<file path="config.mk">
export PLATFORM = sky130hd
export DESIGN_NAME = prog_mem
export DESIGN_NICKNAME = d
export VERILOG_FILES = /design/src/rtl/prog_mem_pkg.sv /design/src/rtl/prog_mem_array.sv /design/src/rtl/prog_mem.sv
export SDC_FILE = /design/constraint.sdc
export NUM_CORES = 2
export LEC_CHECK = 0
export BUFFER_PORTS_ARGS = -buffer_cell sky130_fd_sc_hd__clkbuf_2
export CAP_MARGIN = 20
export CORE_MARGIN = 4
export CORE_UTILIZATION = 24
export CTS_CLUSTER_DIAMETER = 50
export DETAILED_ROUTE_END_ITERATION = 6
export HOLD_SLACK_MARGIN = 0.05
export PLACE_DENSITY = 0.37
export SYNTH_ARGS = -nofsm -noshare
export SYNTH_HDL_FRONTEND = slang
export SYNTH_HIERARCHICAL = 1
export SYNTH_SLANG_ARGS = --single-unit
</file>
<file path="constraint.sdc">
create_clock -name clk -period 11.1 [get_ports clk]
set_input_delay 2.775 -clock clk [delete_from_list [all_inputs] [get_ports clk]]
set_output_delay 2.775 -clock clk [all_outputs]
set_load 0.03 [all_outputs]
</file>
<file path="src/rtl/prog_mem_pkg.sv">
// Shared types and constants for the program memory responder.
// Holds the LOAD/RUN state enum, the reset instruction and default geometry.
package prog_mem_pkg;

    typedef enum logic {
        ST_LOAD = 1'b0,
        ST_RUN  = 1'b1
    } state_e;

    localparam logic [31:0] NOP_INSTR  = 32'h0000_0013;
    localparam int          DEF_ADDR_W = 6;
    localparam int          DEF_DATA_W = 32;

endpackage

</file>
<file path="src/rtl/prog_mem_array.sv">
// Storage array: 2^ADDR_W x WORD_W, one synchronous write port, one synchronous read port.
// Read data appears one cycle after re_i and holds until the next read; contents are never reset.
module prog_mem_array #(
    parameter int ADDR_W = 6,
    parameter int WORD_W = 32
) (
    input  logic              clk,
    input  logic              we_i,
    input  logic [ADDR_W-1:0] waddr_i,
    input  logic [WORD_W-1:0] wdata_i,
    input  logic              re_i,
    input  logic [ADDR_W-1:0] raddr_i,
    output logic [WORD_W-1:0] rdata_o
);

    localparam int DEPTH = 2 ** ADDR_W;

    logic [WORD_W-1:0] mem [DEPTH];
    logic [WORD_W-1:0] rdata_q;

    always_ff @(posedge clk) begin
        if (we_i) begin
            mem[waddr_i] <= wdata_i;
        end
        if (re_i) begin
            rdata_q <= mem[raddr_i];
        end
    end

    assign rdata_o = rdata_q;

endmodule

</file>
<file path="src/rtl/prog_mem.sv">
// Program memory: boot-loads over valid/ready, then serves PC fetches with 1-cycle latency.
// Loader is stalled (ld_ready=0) outside LOAD; optional parity via PROG_MEM_PARITY_EN.
module prog_mem
    import prog_mem_pkg::*;
#(
    parameter int ADDR_W = DEF_ADDR_W,
    parameter int DATA_W = DEF_DATA_W
) (
    input  logic              clk,
    input  logic              rst,
    input  logic              ce,
    input  logic [ADDR_W-1:0] adr_in,
    input  logic              rd_req,
    output logic [DATA_W-1:0] instr_out,
    output logic              instr_valid,
    input  logic              ld_valid,
    input  logic [DATA_W-1:0] ld_data,
    input  logic              ld_last,
    output logic              ld_ready,
    input  logic              reload,
`ifdef PROG_MEM_PARITY_EN
    output logic              par_err,
    input  logic              par_inject,
`endif
    output logic              boot_done
);

`ifdef PROG_MEM_PARITY_EN
    localparam int PAR_W = 1;
`else
    localparam int PAR_W = 0;
`endif
    localparam int                WORD_W   = DATA_W + PAR_W;
    localparam logic [ADDR_W-1:0] WPTR_TOP = '1;
    localparam logic [DATA_W-1:0] NOP_W    = DATA_W'(NOP_INSTR);

    state_e            state_q, state_d;
    logic [ADDR_W-1:0] wptr_q, wptr_d;
    logic              valid_q, valid_d;
    logic              served_q, served_d;

    logic              wr_en;
    logic              rd_en;
    logic [WORD_W-1:0] wr_word;
    logic [WORD_W-1:0] rd_word;

    // Writes and fetches are exclusive by state, so the array never sees both at once.
    assign wr_en = (state_q == ST_LOAD) && ld_valid;
    assign rd_en = (state_q == ST_RUN) && ce && rd_req;

`ifdef PROG_MEM_PARITY_EN
    assign wr_word = {(^ld_data) ^ par_inject, ld_data};
`else
    assign wr_word = ld_data;
`endif

    always_comb begin
        state_d  = state_q;
        wptr_d   = wptr_q;
        valid_d  = rd_en;
        served_d = served_q | rd_en;
        case (state_q)
            ST_LOAD: begin
                if (wr_en) begin
                    if (ld_last || (wptr_q == WPTR_TOP)) begin
                        state_d = ST_RUN;
                    end else begin
                        wptr_d = wptr_q + 1'b1;
                    end
                end
            end
            ST_RUN: begin
                if (reload) begin
                    state_d = ST_LOAD;
                    wptr_d  = '0;
                end
            end
            default: begin
                state_d = ST_LOAD;
                wptr_d  = '0;
            end
        endcase
    end

    always_ff @(posedge clk or posedge rst) begin
        if (rst) begin
            state_q  <= ST_LOAD;
            wptr_q   <= '0;
            valid_q  <= 1'b0;
            served_q <= 1'b0;
        end else begin
            state_q  <= state_d;
            wptr_q   <= wptr_d;
            valid_q  <= valid_d;
            served_q <= served_d;
        end
    end

    prog_mem_array #(
        .ADDR_W (ADDR_W),
        .WORD_W (WORD_W)
    ) u_array (
        .clk     (clk),
        .we_i    (wr_en),
        .waddr_i (wptr_q),
        .wdata_i (wr_word),
        .re_i    (rd_en),
        .raddr_i (adr_in),
        .rdata_o (rd_word)
    );

    // The array read register holds between fetches; until the first fetch since reset show NOP.
    assign instr_out   = served_q ? rd_word[DATA_W-1:0] : NOP_W;
    assign instr_valid = valid_q;
    assign ld_ready    = (state_q == ST_LOAD);
    assign boot_done   = (state_q == ST_RUN);

`ifdef PROG_MEM_PARITY_EN
    assign par_err = valid_q & (^rd_word);
`endif

endmodule
</file>
==> results.sh <==
export IMPL_synthTopCellsByArea="edfxtp_1 (79%), mux4_2 (15%), mux2i_1 (1.2%), o22ai_1 (0.66%), nor2_1 (0.65%)"
export IMPL_period_needed_ns=6.18
export IMPL_hold_buffers=0
export IMPL_worst_pin_slew_ns=1.15
export IMPL_row_count=211
export IMPL_drive_above_1_share_pct=31.6
export IMPL_fp_coreArea_sq_mm=0.330
export IMPL_synthCells=3405
export IMPL_ios=80
export IMPL_gr_usage_met3_pct=1.96
export IMPL_busiest_layer="met2"
export IMPL_wire_per_inst_um=30.6
export IMPL_cp_arrival_ns=6.69
export IMPL_endpoint="u_array/rdata_o[16]$_DFFE_PP_"
export IMPL_area_growth_synth_to_final_pct=19.6
export IMPL_fin_skew_ns=0.0374
export IMPL_drcViolationCount=0
export IMPL_cts_repair_resized=0
export IMPL_place_area_sq_mm=0.0862
export IMPL_cts_buffer_depth=4
export IMPL_fp_dieW_um=584
export IMPL_grt_pass1_wl_mm=344
export IMPL_worstSetupEndpointType="register"
export IMPL_yosysSeqAreaShare_pct=78.8
export IMPL_ys_flop_type="edfxtp_1"
export IMPL_tns_ns=0
export IMPL_ir_worst_vdd_mv=0.118
export IMPL_syn_num_nets=3451
export IMPL_yosysWarnings=6
export IMPL_drt_iter0_drc=3909
export IMPL_fp_dieH_um=584
export IMPL_layout_setup_ws_ns=4.92
export IMPL_cp_start_kind="input pin"
export IMPL_start_util_pct=24.1
export IMPL_gp_congestion=0.719
export IMPL_path_clk_slew_ns=0.05
export IMPL_numClockSinks=2089
export IMPL_power_uw=18700
export IMPL_hold_violations=0
export IMPL_final_period_utilization_pct=55.6
export IMPL_drv_slew=0
export IMPL_finalNetCount=3766
export IMPL_use_met2_pct=25.0
export IMPL_vias=37500
export IMPL_outcome="completed"
export IMPL_grt_pass1_vias=39100
export IMPL_hp_class="register to register"
export IMPL_crit_required_ns=11.62
export IMPL_wl_mm=254
export IMPL_design_area_sq_mm=0.0951
export IMPL_via_per_inst=4.52
export IMPL_htreeDepth=5
export IMPL_maxCapViolCount=0
export IMPL_synth_largest_area_cell="edfxtp_1"
export IMPL_max_freq_ghz=0.162
export IMPL_dr_pass1_iters=7
export IMPL_postRouteAntennaNets=0
export IMPL_grt_max_degree=76
export IMPL_io_buffers=79
export IMPL_syn_avg_cell_area_sq_um=23.3
export IMPL_netlist_top_cells_count="edfxtp_1 (2,080), mux4_2 (544), nor2_1 (138)"
export IMPL_grt_met1_usage_pct=19.8
export IMPL_finalSetupViolCount=0
export IMPL_cts_buffers=273
export IMPL_maxSlewHeadroom_pct=23.0
export IMPL_clock_latency_ns=0.83
export IMPL_ys_types=44
export IMPL_ys_ff_latch=2089
export IMPL_grt_ovfl_total=0
export IMPL_critPathLaunch="adr_in[0]"
export IMPL_dp_hpwl_mm=137
export IMPL_track_usage_pct=14.7
export IMPL_async_reset_ff_share_pct=0.431
export IMPL_power_density_mw_per_mm2=196
export IMPL_netlist_area_sq_mm=0.0795
export IMPL_r2r_start="boot_done$_DFF_PP0_"
export IMPL_cts_tree="done"
export IMPL_leakagePower_uw=0.0291
export IMPL_r2r_setup_slack_ns=7.36
export IMPL_reg2reg_to="u_array/mem[14][28]$_DFFE_PP_"
export IMPL_reg2reg_depth=5
export IMPL_dpl_worst_slack_ns=4.01
export IMPL_rsz0062_at_grt="no"
export IMPL_grt_antenna_before_repair=37
export IMPL_die_area_sq_mm=0.341
export IMPL_synth_top_area_share_pct=78.6
export IMPL_cts_root_buffer="clkbuf_16"
export IMPL_fill_cells=32200
export IMPL_path_class="input pin to register"
export IMPL_path_max_fanout=60
export IMPL_synth_edff_count=2080
export IMPL_synth_most_common_cell="edfxtp_1"
export IMPL_post_cts_setup_buffer_count=0
## critical path, stage by stage
cell and delay, ns:
buf_8 0.57, buf_4 0.79, buf_4 0.41, mux4_2 0.54
mux2i_1 0.14, a21oi_1 0.27, a21oi_1 0.92, nor2_1 0.10
## stage by stage
step,cells,hold WS (ns),util [%]
final,8299,0.777,28.8
after global routing,8291,0.858,28.8
after CTS,8289,0.789,28.8
after detailed placement,7811,0.780,26.1
after global placement,7811,0.765,26.1
after floorplan,3405,0.465,-
## sequential cells by signal, indices dropped and copies added, names as in the netlist
signal / cells
wptr_q: 6
served_q: 1
boot_done: 1
u_array/rdata_o: 32
instr_valid: 1
u_array/mem: 2048
## layout make-up
class / count / area [sq um] / share of cell area (%)
Sequential cell: 2089 / 62700 / 65.9
Antenna cell: 10 / 25.0 / 0.0263
Inverter: 6 / 22.5 / 0.0237
Timing Repair Buffer: 225 / 1630 / 1.71
Multi-Input combinational cell: 1125 / 16400 / 17.3
Clock buffer: 338 / 7330 / 7.71
Clock inverter: 140 / 1520 / 1.59
Tap cell: 4366 / 5460 / 5.74
## layer usage
metal | routed length (um) | vias to the layer above
met5 | 32 | -
met1 | 110000 | 20800
li1 | - | 15300
met3 | 11900 | 303
met4 | 6180 | 4
met2 | 126000 | 1097
## cell usage in the layout, fill, tap and decap left out, types with 6 or more instances in the layout
| cell type | netlist | final |
|---|---|---|
| dfrtp_1 | 9 | 8 |
| clkbuf_16 | 0 | 285 |
| clkinvlp_4 | 0 | 17 |
| a22oi_1 | 12 | 12 |
| clkbuf_1 | 77 | 53 |
| nand3_1 | 9 | 9 |
| edfxtp_1 | 2080 | 2080 |
| mux4_2 | 544 | 544 |
| inv_6 | 0 | 10 |
| nand2b_1 | 11 | 8 |
| nor3_1 | 8 | 6 |
| mux2i_1 | 93 | 93 |
| buf_4 | 25 | 138 |
| nor2_4 | 0 | 63 |
| nor2_1 | 138 | 75 |
| diode_2 | 0 | 10 |
| a21oi_1 | 63 | 63 |
| buf_12 | 0 | 8 |
| nand2_1 | 30 | 30 |
| inv_1 | 6 | 6 |
| clkinv_2 | 0 | 31 |
| nor2b_1 | 15 | 14 |
| clkbuf_2 | 0 | 73 |
| o221ai_1 | 27 | 27 |
| and2_1 | 31 | 31 |
| bufinv_16 | 0 | 29 |
| clkinv_4 | 0 | 10 |
| o22ai_1 | 84 | 84 |
| clkinv_1 | 0 | 41 |
## kinds of logic (layout without fill, tap and decap cells)
group	count (synthesis)	after routing	share of synthesized area, %
AOI/OAI and AO/OA	215	215	1.77
other	0	10	0
adders and majority gates	1	1	0.0157
and+or+nand+nor	272	272	1.64
muxes	637	637	16.6
DFF	2089	2089	78.8
buffers and inverters	191	709	1.16
## power by group
| part | switching [uW] | internal, uW |
|---|---|---|
| Combinational | 751 | 328 |
| Clock | 3350 | 5370 |
| Sequential | 66.6 | 8820 |
## worst min path at each step
| stage | cells after the start | from | slack [ns] | endpoint |
|---|---|---|---|---|
| floorplan | 1 | wptr_q[4]$_DFFE_PP0P_ | 0.47 | wptr_q[4]$_DFFE_PP0P_ |
| global placement | 3 | boot_done$_DFF_PP0_ | 0.77 | wptr_q[2]$_DFFE_PP0P_ |
| detailed placement | 3 | boot_done$_DFF_PP0_ | 0.78 | wptr_q[3]$_DFFE_PP0P_ |
| CTS | 3 | boot_done$_DFF_PP0_ | 0.79 | wptr_q[2]$_DFFE_PP0P_ |
| global route | 3 | boot_done$_DFF_PP0_ | 0.86 | wptr_q[4]$_DFFE_PP0P_ |
| finish | 3 | boot_done$_DFF_PP0_ | 0.78 | wptr_q[4]$_DFFE_PP0P_ |
(Power assumes the default switching activity.)
